<file path="src/rtl/tri_sum_decoder.sv">
// Triangular-sum decoder: finds the largest n with n(n+1)/2 <= value by
// subtracting 1, 2, 3, ... from the value until the next term no longer fits.
module tri_sum_decoder (
   input  logic       clk,
   input  logic       reset,
   input  logic       start,
   input  logic [5:0] value,
   output logic       busy,
   output logic       done,
   output logic [3:0] n,
   output logic [5:0] rem,
   output logic       exact
);

   typedef enum logic [1:0] {
      IDLE = 2'd0,
      RUN  = 2'd1,
      DONE = 2'd2
   } state_t;

   state_t     state_q, state_d;
   logic [5:0] r_q, r_d;
   logic [3:0] b_q, b_d;
   logic [3:0] c_q, c_d;
   logic [3:0] n_q, n_d;
   logic [5:0] rem_q, rem_d;
   logic       exact_q, exact_d;
   logic       termFits;

   // The compare guards the subtraction, so the remainder never underflows.
   assign termFits = (r_q >= {2'b00, b_q});

   always_comb begin
      state_d = state_q;
      r_d     = r_q;
      b_d     = b_q;
      c_d     = c_q;
      n_d     = n_q;
      rem_d   = rem_q;
      exact_d = exact_q;
      case (state_q)
         IDLE: begin
            if (start) begin
               r_d     = value;
               b_d     = 4'd1;
               c_d     = 4'd0;
               state_d = RUN;
            end
         end
         RUN: begin
            if (termFits) begin
               r_d = r_q - {2'b00, b_q};
               b_d = b_q + 4'd1;
               c_d = c_q + 4'd1;
            end else begin
               n_d     = c_q;
               rem_d   = r_q;
               exact_d = (r_q == 6'd0);
               state_d = DONE;
            end
         end
         DONE: begin
            state_d = IDLE;
         end
         default: begin
            state_d = IDLE;
         end
      endcase
   end

   // Reset leaves the results looking like a decode of value 0.
   always_ff @(posedge clk) begin
      if (reset) begin
         state_q <= IDLE;
         r_q     <= 6'd0;
         b_q     <= 4'd0;
         c_q     <= 4'd0;
         n_q     <= 4'd0;
         rem_q   <= 6'd0;
         exact_q <= 1'b1;
      end else begin
         state_q <= state_d;
         r_q     <= r_d;
         b_q     <= b_d;
         c_q     <= c_d;
         n_q     <= n_d;
         rem_q   <= rem_d;
         exact_q <= exact_d;
      end
   end

   assign busy  = (state_q != IDLE);
   assign done  = (state_q == DONE);
   assign n     = n_q;
   assign rem   = rem_q;
   assign exact = exact_q;

endmodule
</file>
<file path="config.mk">
export PLATFORM = sky130hd
export DESIGN_NAME = tri_sum_decoder
export DESIGN_NICKNAME = d
export VERILOG_FILES = /design/src/rtl/tri_sum_decoder.sv
export SDC_FILE = /design/constraint.sdc
export NUM_CORES = 1
export LEC_CHECK = 0
export CAP_MARGIN = 25
export CORE_MARGIN = 4
export CORE_UTILIZATION = 47
export CTS_CLUSTER_SIZE = 12
export DETAILED_ROUTE_END_ITERATION = 8
export GPL_TIMING_DRIVEN = 0
export PLACE_DENSITY = 0.82
export RECOVER_POWER = 25
export SETUP_SLACK_MARGIN = 0.05
export SYNTH_ARGS = -nofsm -noshare
export SYNTH_HDL_FRONTEND = slang
export SYNTH_SLANG_ARGS = --single-unit
</file>
<file path="constraint.sdc">
create_clock -name clk -period 2.21 [get_ports clk]
set_input_delay 0.3315 -clock clk [delete_from_list [all_inputs] [get_ports clk]]
set_output_delay 0.3315 -clock clk [all_outputs]
set_load 0.005 [all_outputs]
</file>
==> reports/qor.csv, run 1 <==
metric,value,unit
"non-filler cells, final",220,
Hold Fails Final Rpt,0,
top_reg_cell synth,dfxtp_1,
post-DP HPWL,2290,µm
cell row count,18,
"Worst Setup Slack, final",0.0964,ns
antenna cells,0,
final setup fails,0,
leakage,0.000657,µW
Starting DRT DRC Count,92,
Post-synth EDFFs,0,
hold_ws,0.377,ns
worst hold path type,in -> reg,
crit start category,flip-flop,
CP Capture Type,flip-flop,
largest net degree at the start of global routing,17,
Crit path buffers/inverters,3,
yosys warns,0,
crit-path leading delay family,compound AO/OA/AOI/OAI gates,
worst path arrival time,2.36,ns
Synth Area in Simple Gates,25.4,%
initial antenna violation count,0,
main combinational cell family by area after synthesis,simple AND/OR/NAND/NOR gates,
Synth Area in Compound Gates,21.6,%
first-pass GRT wire length,5520,µm
initial core utilization,51.1,%
"Reg clk slew, reported paths",0.16,ns
Area Overhead vs Synth,32.6,%
Placed Area,0.00157,mm²
clk sinks,27,
DRC errors left,0,
FMAX,0.473,GHz
die area,0.00373,mm²
asr flop ratio synth,0,%
Synth Area per Inst,8.53,µm²
Post-Route WL,3550,µm
crit-path cells,inv_2 -> ha_4 -> inv_2 -> fa_2 -> a21o_4 -> a211oi_4 -> nand2_2 -> buf_6 -> a211o_1,
FILL cells,206,
PD cells,823,mW/mm²
Slew Limit Fails,0,
mux cell area share after synthesis,0,%
share of cells above drive strength 1,22.6,%
core area,0.00259,mm²
wire per inst,16.1,µm
cell mode on critical path,inv_2,
# H-tree levels,1,
crit path time final,2.11,ns
CTS tree,yes,
fin crit share,95.6,%
Die X,61.0,µm
VDD IR-drop max,0.000560,V
RSZ-0062 raised after global routing,true,
post-placement setup slack,-0.194,ns
sequential-to-total area share from yosys stat,40.9,%
Clock Skew,0.00571,ns
Final Instance Area,0.00175,mm²
clock buffer count from CTS,3,
Storage cell area,547,µm²
synthesized cell area,0.00132,mm²
I/O pin count,22,
Slew HR,54.6,%
Total GRT Usage,20.1,%
DR pass1 iterations,4,
Vias/cell,5.89,
maximum clock insertion buffer count,2,
Seq cells post-synth,27,
Worst-Margin Slew,0.678,ns
CTS root buf,clkbuf_4,
IO Port Bufs,20,
Setup CP Type,reg -> reg,
GP Congestion,0.856,
outcome,"finished, final reports clean",
Syn Nets,171,
unique cell type count in the Yosys netlist,42,
grt total ovfl,0,
vias in the first global route,1226,
via count,1295,
final core occ,67.7,%
Routed Antenna Nets,0,
multi-input logic area,796,µm²
Slowest Stage Delay on Critical Path,0.36,ns
Synth Area in Adders,7.19,%
"slowest stage cell, crit path",dfxtp_2,
fin nets,207,
max_cap viols,0,
Post-Synth XOR/XNOR Area,1.32,%
# placed instances,205,
CP Max Fanout,5,
Post-Synthesis Cells,155,
Die H,61.0,µm
Critical Path RT,2.46,ns
worst skew pair latency,0.34,ns
state kept, by name (all words and copies together) (netlist names):
signal,flops
b_q,4
c_q,4
exact,1
n,4
r_q,6
rem,6
state_q,2
cells in the final DEF, fill, tap and decap left out, types with 5 or more instances in the layout:
| cell type | n |
|---|---|
| a21oi_1 | 16 |
| buf_4 | 9 |
| clkdlybuf4s50_1 | 10 |
| dfxtp_1 | 24 |
| dlygate4sd3_1 | 10 |
| inv_1 | 5 |
| nand2_1 | 23 |
| nand3_1 | 5 |
| nor2_1 | 12 |
| or3_1 | 5 |
where the power goes:
| part | switching, µW | internal (µW) |
|---|---|---|
| Sequential | 58.0 | 535 |
| Clock | 160 | 69.6 |
| Combinational | 321 | 299 |
final cells by class:
| class | count | area share, % |
|---|---|---|
| Sequential cell | 27 | 31.2 |
| Clock buffer | 3 | 1.28 |
| Multi-Input combinational cell | 116 | 45.4 |
| Buffer | 5 | 1.93 |
| Timing Repair Buffer | 31 | 16.2 |
| Clock inverter | 1 | 0.428 |
| Tap cell | 30 | 2.14 |
| Inverter | 7 | 1.50 |
worst paths after layout:
kind                            startpoint      to  slack (ns)  cells past startpoint
worst min register to register      rem[2]  rem[2]        0.46                      2
worst min-delay path                 reset  r_q[1]        0.38                      2
worst max-delay path                r_q[0]   exact         0.1                      9
worst max register to register      r_q[0]   exact         0.1                      9
metal layers:
metal  vias to the layer above  track usage [%]  share of wire [%]
met5                         -                0                  0
met4                         0             9.91                2.1
met3                         7             2.52                4.3
met2                        35             35.8                 51
met1                       631             23.6                 42
li1                        622                -                  -
Yosys cell counts (3+ instances only):
library cell,n,area share [%]
nor2_1,12,3.4
a21o_1,3,1.7
nand2_1,26,7.4
ha_1,6,5.7
a21oi_1,18,6.8
inv_1,7,2.0
dfxtp_1,27,41
o21ai_0,3,1.1
nand3_1,5,1.9
or3_1,5,2.4
cells by family (layout without fill, tap and decap cells):
| group | Yosys count | in the layout |
|---|---|---|
| AOI/OAI and AO/OA | 40 | 40 |
| xor gates and xnor gates | 2 | 2 |
| adders and majority gates | 7 | 7 |
| buffers and inverters | 12 | 47 |
| DFF | 27 | 27 |
| and+or+nand+nor | 67 | 67 |
stage by stage:
step | TNS (ns) | total power [µW]
floorplan | 0 | 921
global placement | -0.875 | 1030
detailed placement | -2.24 | 1050
CTS | 0 | 1380
global route | 0 | 1520
finish | 0 | 1440
what timing repair did:
item | CTS | global route
pin swaps | 5 | 10
resized for setup | 12 | 14
hold buffers | 0 | 0
buffers inserted | 8 | 2
gates cloned | 0 | 1
setup endpoints to repair | 25 | 22
(Power assumes the default switching activity.)
==> run 2: changes to the inputs <==
Settings changed: CORE_ASPECT_RATIO set to 0.8.
==> run 2 against run 1 <==
Effect of this change: critical path type unchanged; the run now ends with setup timing left; final cell count grew 3.2%; maximum frequency shrank 4.5%; critical endpoint unchanged; utilization grew 5.3 points; via count grew 3.4%; critical path depth is the same; hold slack gained 0.044 ns; non-clock buffer count grew 1; final area grew 6.6%; count of clock-buffer cells in the layout grew 1.
==> reports/qor.csv, run 2 (synthesis gave the netlist of run 1 again) <==
metric,value,unit
hold_ws,0.421,ns
Hold Fails Final Rpt,0,
Slew HR,52.9,%
RSZ-0062 raised after global routing,true,
fin crit share,100,%
# H-tree levels,1,
Starting DRT DRC Count,142,
IO Port Bufs,20,
CTS root buf,clkbuf_4,
worst hold path type,in -> reg,
vias in the first global route,1230,
GP Congestion,0.926,
VDD IR-drop max,0.000505,V
grt total ovfl,0,
leakage,0.000728,µW
crit start category,flip-flop,
Total GRT Usage,19.5,%
CP Max Fanout,5,
core area,0.00256,mm²
Vias/cell,5.90,
Setup CP Type,reg -> reg,
cell mode on critical path,inv_2,
Critical Path RT,2.45,ns
Area Overhead vs Synth,41.4,%
maximum clock insertion buffer count,2,
Slowest Stage Delay on Critical Path,0.36,ns
Slew Limit Fails,0,
DR pass1 iterations,4,
Routed Antenna Nets,0,
Storage cell area,548,µm²
Worst-Margin Slew,0.704,ns
setup TNS,-0.00378,ns
post-DP HPWL,2270,µm
Setup crit start,r_q[0],
"leading cell types in the layout, fill and taps excluded","23 x dfxtp_1, 19 x nand2_1, 12 x nor2_1, 12 x a21oi_1",
Post-CTS Hold Buffers,0,
"Reg clk slew, reported paths",0.14,ns
largest net degree at the start of global routing,15,
final setup fails,1,
fin nets,208,
cell row count,16,
DRC errors left,0,
first-pass GRT wire length,5710,µm
crit-path cells,inv_2 -> ha_4 -> inv_2 -> fa_2 -> a21o_4 -> a211oi_4 -> nand2_2 -> buf_6 -> a211o_1,
wire per inst,16.3,µm
initial core utilization,51.6,%
worst skew pair latency,0.33,ns
antenna cells,0,
CP Capture Type,flip-flop,
max_cap viols,0,
FILL cells,194,
share of cells above drive strength 1,28.3,%
"Worst Setup Slack, final",-0.00378,ns
"slowest stage cell, crit path",dfxtp_2,
clk sinks,27,
outcome,finished with violations,
Die H,55.4,µm
FMAX,0.452,GHz
failing checks,setup timing,
Die X,67.3,µm
FF-to-FF Start,r_q[0],
clock buffer count from CTS,3,
Hold Crit Start,reset,
worst path arrival time,2.45,ns
PD cells,805,mW/mm²
initial antenna violation count,0,
CTS tree,yes,
crit path time final,2.21,ns
final core occ,73.0,%
Clock Skew,0.00275,ns
I/O pin count,22,
multi-input logic area,880,µm²
"most common cell after layout, fill and taps aside",dfxtp_1,
die area,0.00373,mm²
Post-Route WL,3710,µm
via count,1339,
## run 2: cell types whose count changed in the layout (fill, tap and decap cells not counted), moves of 2 or more
cell	change
a21oi_1	-4
a21oi_2	+4
buf_4	+2
buf_6	-2
ha_2	-2
ha_4	+2
nand2_1	-4
nand2_4	+4
## run 2: critical path, delay by kind of cell (launching register included)
kind,cells,cell delay (ns)
AND/OR/NAND/NOR,1,0.15
adder cells (fa/ha/maj),2,0.50
flip-flops,1,0.36
AO/OA/AOI/OAI,3,0.82
buffers and inverters,3,0.30
## run 2: metrics by stage
stage	std cells	total power, µW	setup WS, ns	cell area (µm²)
CTS	222	1370	0.0447	1700
global placement	211	1030	-0.124	1570
finish	227	1510	-0.00378	1870
floorplan	155	921	0.0807	1330
global route	227	1580	-0.0526	1870
detailed placement	211	1060	-0.197	1570
## run 2: final cells by class
type,instances,area share (%)
Buffer,5,2.01
Inverter,7,1.40
Clock buffer,4,1.40
Multi-Input combinational cell,116,47.0
Sequential cell,27,29.3
Timing Repair Buffer,32,16.5
Tap cell,36,2.41
## run 2: path summary, 6_finish.rpt
| check | slack [ns] | to | depth (start not counted) |
|---|---|---|---|
| setup / recovery | -0.004 | exact | 9 |
| hold / removal | 0.42 | r_q[1] | 2 |
| setup reg to reg | -0.004 | exact | 9 |
| hold reg to reg | 0.46 | rem[2] | 2 |
## run 2: layer usage
layer  global-route usage, %  wire (µm)  up-vias
li1                        -          -      627
met1                    25.2       1570      633
met2                    31.5       1750       66
met3                    6.49        310       13
met4                    3.76         80        0
met5                       0          0        -
## run 2: power by group
group / switching [µW] / total (µW) / internal (µW)
Combinational: 354 / 692 / 337
Clock: 144 / 215 / 70.9
Sequential: 63.4 / 599 / 536
Total: 562 / 1510 / 944
## run 2: repair_timing
action                                  CTS  global route
endpoints found under the setup margin   25            23
pin swaps                                 6            12
gates resized for setup                  14            32
buffers inserted                          7             3
cloned                                    0             2
endpoints found under the hold margin     0             0
==> RTL change, RTL diff (settings of run 1) <==
Take the reset off `r_q`, `b_q`, `c_q` and `n_q` and load them in a clocked block of their own.
--- a/src/rtl/tri_sum_decoder.sv
+++ b/src/rtl/tri_sum_decoder.sv
@@ -73,19 +73,18 @@
       if (reset) begin
          state_q <= IDLE;
-         r_q     <= 6'd0;
-         b_q     <= 4'd0;
-         c_q     <= 4'd0;
-         n_q     <= 4'd0;
          rem_q   <= 6'd0;
          exact_q <= 1'b1;
       end else begin
          state_q <= state_d;
-         r_q     <= r_d;
-         b_q     <= b_d;
-         c_q     <= c_d;
-         n_q     <= n_d;
          rem_q   <= rem_d;
          exact_q <= exact_d;
       end
+   end
+
+   always_ff @(posedge clk) begin
+      r_q <= r_d;
+      b_q <= b_d;
+      c_q <= c_d;
+      n_q <= n_d;
    end
 
Check against the original RTL: differs if reset is asserted again (counterexample within 4 cycles, from zero or initial values and one cycle with reset high); with reset held inactive, the same outputs for 10 cycles.
==> RTL change against run 1 <==
The flow now finishes with violations (negative setup slack); critical path type unchanged; highest routed layer unchanged; synthesized cell count down 27%; maximum frequency fell by 7.2%; sequential power up 25%; largest power group is now sequential cells; sequential cell count unchanged; routed wire length shrank 23%; final area shrank 0.36%; synthesized area is 1.2% lower; via count fell by 25%; first-iteration DRC count fell by 79%; total power increased by 12%; setup slack worse by 0.16 ns.
==> RTL change: results (changes against run 1) <==
clkLatencyLatePin_ns: 0.32  # -0.02 ns
cp.arrival_ns: 2.38  # +0.02 ns
synthCells: 113  # -27%
use_met2: 0.292  # -0.0664
layout-drive-gt1-share: 0.255  # +0.0289
drt_iter0_drc: 19  # -79%
grt_pass1_wl_um: 4350  # -21%
sw_frac_of_total: 0.344  # -0.0295
p_per_area_nw_per_um2: 926  # +13%
wl_met2_um: 1410  # -22%
violations: "negative setup slack"
slowest_stage: "edfxtp_1"
p_clk_frac: 0.134  # -0.025
wl_met1_um: 1130  # -24%
setup_viol: 21  # +21
fin_ws_ns: -0.0669  # -0.163 ns
hold-path-endpoint: "rem[0]"
cts_resized: 9  # -3
synth_cell_types: 36  # -14%
synth_fa_ha_area_frac: 0.0728  # +0.000895
synth_mux_area_frac: 0.00766  # +0.00766
post-place-ws_ns: -0.305  # -0.110 ns
wire_per_inst_um: 15.7  # -2.7%
grt_pass1_vias: 996  # -19%
r2r_start: "r_q[0]"
ys_seq_area_frac: 0.552  # +0.143
status: "finished with violations"
-- RTL change: how the worst max path moves through the flow --
| stage | startpoint | to | slack [ns] | depth (start not counted) |
|---|---|---|---|---|
| 2_1_floorplan | r_q[0] | n[0] | -0.07 | 8 |
| 3_3_place_gp | r_q[0] | b_q[2] | -0.26 | 8 |
| 3_5_place_dp | r_q[0] | b_q[1] | -0.30 | 8 |
| 4_1_cts | r_q[0] | n[1] | -0.1 | 8 |
| 5_1_grt | r_q[0] | c_q[2] | -0.16 | 9 |
| 6_report | r_q[0] | c_q[2] | -0.07 | 9 |
-- RTL change: layout make-up --
type / instances / area, µm² / share of cell area
sequential: 27 / 721 / 0.412
clock inverter: 1 / 7.51 / 0.00429
inverter: 5 / 18.8 / 0.0107
tap: 30 / 37.5 / 0.0215
clock buffer: 3 / 22.5 / 0.0129
buffer: 4 / 22.5 / 0.0129
multi-input combinational: 77 / 638 / 0.365
timing repair buffer: 28 / 280 / 0.160
